--- src/rtl/ripple_down_counter_pkg.sv ---
// Shared constants for the ripple down-counter and its T flip-flop stages.
// MAX_COUNT is the value the counter wraps to from zero at the default width.
package ripple_down_counter_pkg;

   localparam int DEFAULT_WIDTH = 3;
   localparam int MAX_COUNT     = (1 << DEFAULT_WIDTH) - 1;

   // Wrap target for an arbitrary counter width.
   function automatic int max_count(input int width);
      return (1 << width) - 1;
   endfunction

endpackage

--- src/rtl/ripple_down_counter_t_ff.sv ---
// Rising-edge T flip-flop with asynchronous active-high clear.
// One instance of this module forms each stage of the ripple counter.
module t_ff (
   input  logic clk,
   input  logic rst,
   input  logic t,
   output logic q,
   output logic qbar
);

   always_ff @(posedge clk or posedge rst) begin
      if (rst) begin
         q <= 1'b0;
      end else if (t) begin
         q <= ~q;
      end
   end

   assign qbar = ~q;

endmodule

--- src/rtl/ripple_down_counter.sv ---
// Asynchronous (ripple) down-counter built from WIDTH T flip-flops, with a
// combinational zero decode and a clk-domain pulse marking each wrap-around.
module ripple_down_counter
   import ripple_down_counter_pkg::*;
#(
   parameter int WIDTH = DEFAULT_WIDTH
) (
   input  logic             clk,
   input  logic             rst,
   input  logic             en,
   output logic [WIDTH-1:0] Q,
   output logic [WIDTH-1:0] Qbar,
   output logic             zero,
   output logic             wrap
);

   logic [WIDTH-1:0] stage_q;
   logic [WIDTH-1:0] stage_qbar;
   logic [WIDTH-1:0] stage_clk;
   logic [WIDTH-1:0] stage_t;

   assign stage_clk[0] = clk;
   assign stage_t[0]   = en;

   // A stage borrows from the next one when it goes 0 -> 1, so each higher
   // stage is clocked by the rising edge of the true output below it.
   for (genvar i = 1; i < WIDTH; i++) begin : g_ripple_link
      assign stage_clk[i] = stage_q[i-1];
      assign stage_t[i]   = 1'b1;
   end

   for (genvar i = 0; i < WIDTH; i++) begin : g_stage
      t_ff u_stage (
         .clk  (stage_clk[i]),
         .rst  (rst),
         .t    (stage_t[i]),
         .q    (stage_q[i]),
         .qbar (stage_qbar[i])
      );
   end

   assign Q    = stage_q;
   assign Qbar = stage_qbar;
   assign zero = ~|stage_q;

   // Only clk-domain consumer of the count: it sees the settled pre-edge value.
   always_ff @(posedge clk or posedge rst) begin
      if (rst) begin
         wrap <= 1'b0;
      end else begin
         wrap <= en && (stage_q == '0);
      end
   end

endmodule

--- config.mk ---
export PLATFORM = sky130hd
export DESIGN_NAME = ripple_down_counter
export DESIGN_NICKNAME = d
export VERILOG_FILES = /design/src/rtl/ripple_down_counter_pkg.sv /design/src/rtl/ripple_down_counter_t_ff.sv /design/src/rtl/ripple_down_counter.sv
export SDC_FILE = /design/constraint.sdc
export NUM_CORES = 1
export LEC_CHECK = 0
export ABC_AREA = 0
export CAP_MARGIN = 20
export CORE_AREA = 2 2 39 41
export DETAILED_ROUTE_END_ITERATION = 12
export DIE_AREA = 0 0 41 43
export MAX_ROUTING_LAYER = met4
export PLACE_DENSITY = 0.43
export SYNTH_ARGS = -nofsm -noshare
export SYNTH_HDL_FRONTEND = slang
export SYNTH_SLANG_ARGS = --single-unit
--- constraint.sdc ---
create_clock -name clk -period 2 [get_ports clk]
set_clock_uncertainty 0.2 [all_clocks]
set_input_delay 0.6 -clock clk [delete_from_list [all_inputs] [get_ports clk]]
set_output_delay 0.6 -clock clk [all_outputs]
set_load 0.01 [all_outputs]
==> flow_summary.ini <==
[outcome]
status = finished, final reports clean

[power_and_ir_drop]
ir_drop_uv = 138
power_density_nw_per_um2 = 885
total_power_w = 0.000257
power_leakage_nw = 0.145

[die]
fp.dieW_microns = 41
die_h_microns = 43
start_util = 0.137
ioPinCount = 11
row_count = 14
die_area_sq_um = 1760
coreArea_sq_um = 1380

[clock_tree]
cts_buffers = 3
ctsResizeCount = 3
htreeDepth = 1
cts_setup_buffers = 0
postCtsHoldBufs = 0
root_buffer = clkbuf_4
clockBufferDepth = 2
cts_tree = done
clk_latency_ns = 0.22
clk_pin_slew_ns = 0.03

[routing]
routedWlPerCell_microns = 8.29
dr.pass1.iters = 2
routed_wl_microns = 340
drt_iter0_drc = 1
drc = 0
vias = 126
via_per_inst = 3.07
postRouteAntennaNets = 0

[global_route]
busiest_layer = met4
use_met2 = 0.0563
grt_pass1_vias = 136
grt_start_max_net_pins = 6
grtUsageMet3 = 0.0157
antenna_found_initial = 0
grtUsageTotal = 0.0494
grt_remaining_overflow = 0
met1_usage = 0.0484
grt_pass1_wl_microns = 496

[timing]
maxSlewViolCount = 0
rsz0062_at_grt = no
tightest_slew_ns = 0.174
hold_violations = 0
slew_headroom = 0.884
setup_viol = 0
max_freq_mhz = 540
unclocked_pins = 2
whs_ns = 0.369
fin_setup_tns_ns = 0
period_share = 0.925
min_period_ns = 1.85
untimed_endpoints = 6

[yosys]
synth_top_area_frac = 0.530
synth_area_leaders = dfrtp_1, buf_4, inv_1
avgSynthCellArea_sq_um = 11.1
netlist_instances = 17
yosysUniqueCellTypes = 6
syn_nets = 20
ys_seq_area_frac = 0.530
synth_warnings = 0
ys_seq_elements = 4
syn_area_sq_um = 189
yosysTopAreaCell = dfrtp_1

[cells_and_area]
antenna_cells = 0
nFillCells = 164
final_util = 0.210
final_common_cell = clkdlybuf4s50_1
drive_gt1_frac = 0.200
most-common-layout-cells = clkdlybuf4s50_1, inv_1, dfrtp_1, clkbuf_4, dlygate4sd2_1
multi_input_area_sq_um = 28.8
syn2layout_area_growth_pct = 53.6
seq_area_sq_um = 100
fin_nets = 30

[worst_setup_path]
path_cells = clkdlybuf4s50_1
slowest_stage = clkdlybuf4s50_1
critPathBufInv = 1
end_kind = output pin
crit_family = buffers and inverters
startpoint_type = flip-flop
crit_path_max_incr_delay_ns = 0.52
worstPathMaxFanout = 1
cp.required_ns = 1.20
critical_path_class = reg2out
cp-startpoint = wrap
crit_arrival_ns = 1.05
r2r_start = g_stage[0].u_stage.q

[worst_hold_path]
worstHoldPathType = in2async

[placement]
io_buffers = 10
place.gp.congestion = 0.603

[flow_run]
drv_cap = 0
flip-flops by register name, summed over array words and instances (netlist names):
register,cells
wrap,1
g_stage.u_stage.q,3
final timing paths:
kind	to	slack, ns	depth (start not counted)
worst max-delay path	wrap	0.15	1
worst min-delay path	wrap	0.37	2
worst max register to register	wrap	0.94	2
worst min register to register	wrap	0.37	2
max in group asynchronous	g_stage[0].u_stage.q	1.09	2
min in group clk	wrap	0.37	2
cell usage after synthesis (all sizes together):
cell type / number
buf: 6
dfrtp: 4
inv: 4
nor4b: 1
xor2: 1
nor3: 1
worst register-to-register path, delay by kind of cell (launching register included):
kind | cells | cell delay, ns
flops | 1 | 0.37
buf+inv | 1 | 0.16
simple gates | 1 | 0.25
stage by stage:
| step | instance area, sq um | worst slack (ns) | instances |
|---|---|---|---|
| floorplan | 189 | 0.458 | 17 |
| global placement | 272 | 0.0855 | 38 |
| detailed placement | 272 | 0.0934 | 38 |
| CTS | 290 | 0.136 | 41 |
| global route | 290 | 0.0703 | 41 |
| finish | 290 | 0.149 | 41 |
kinds of logic (layout without fill, tap and decap cells):
group / Yosys count / in the layout / share of synthesized area
xor+xnor: 1 / 1 / 0.0464
buf+inv: 10 / 18 / 0.318
flops: 4 / 4 / 0.530
simple gates: 2 / 2 / 0.106
routing by layer:
| layer | vias to the layer above | wire, microns |
|---|---|---|
| met5 | - | 0 |
| met4 | 0 | 0 |
| met3 | 0 | 38 |
| met2 | 7 | 157 |
| met1 | 59 | 144 |
| li1 | 60 | - |
area by class of cell:
type | count | share of cell area
Timing Repair Buffer | 11 | 0.358
Sequential cell | 4 | 0.345
Multi-Input combinational cell | 3 | 0.0991
Clock buffer | 3 | 0.0776
Tap cell | 16 | 0.0690
Inverter | 4 | 0.0517
power by group:
part	switching (W)	internal (W)	total [W]
logic	0.0000448	0.0000514	0.0000962
clock network	0.0000215	0.0000661	0.0000876
registers	0.00000697	0.0000662	0.0000732
total	0.0000733	0.000184	0.000257
(Power assumes the default switching activity.)
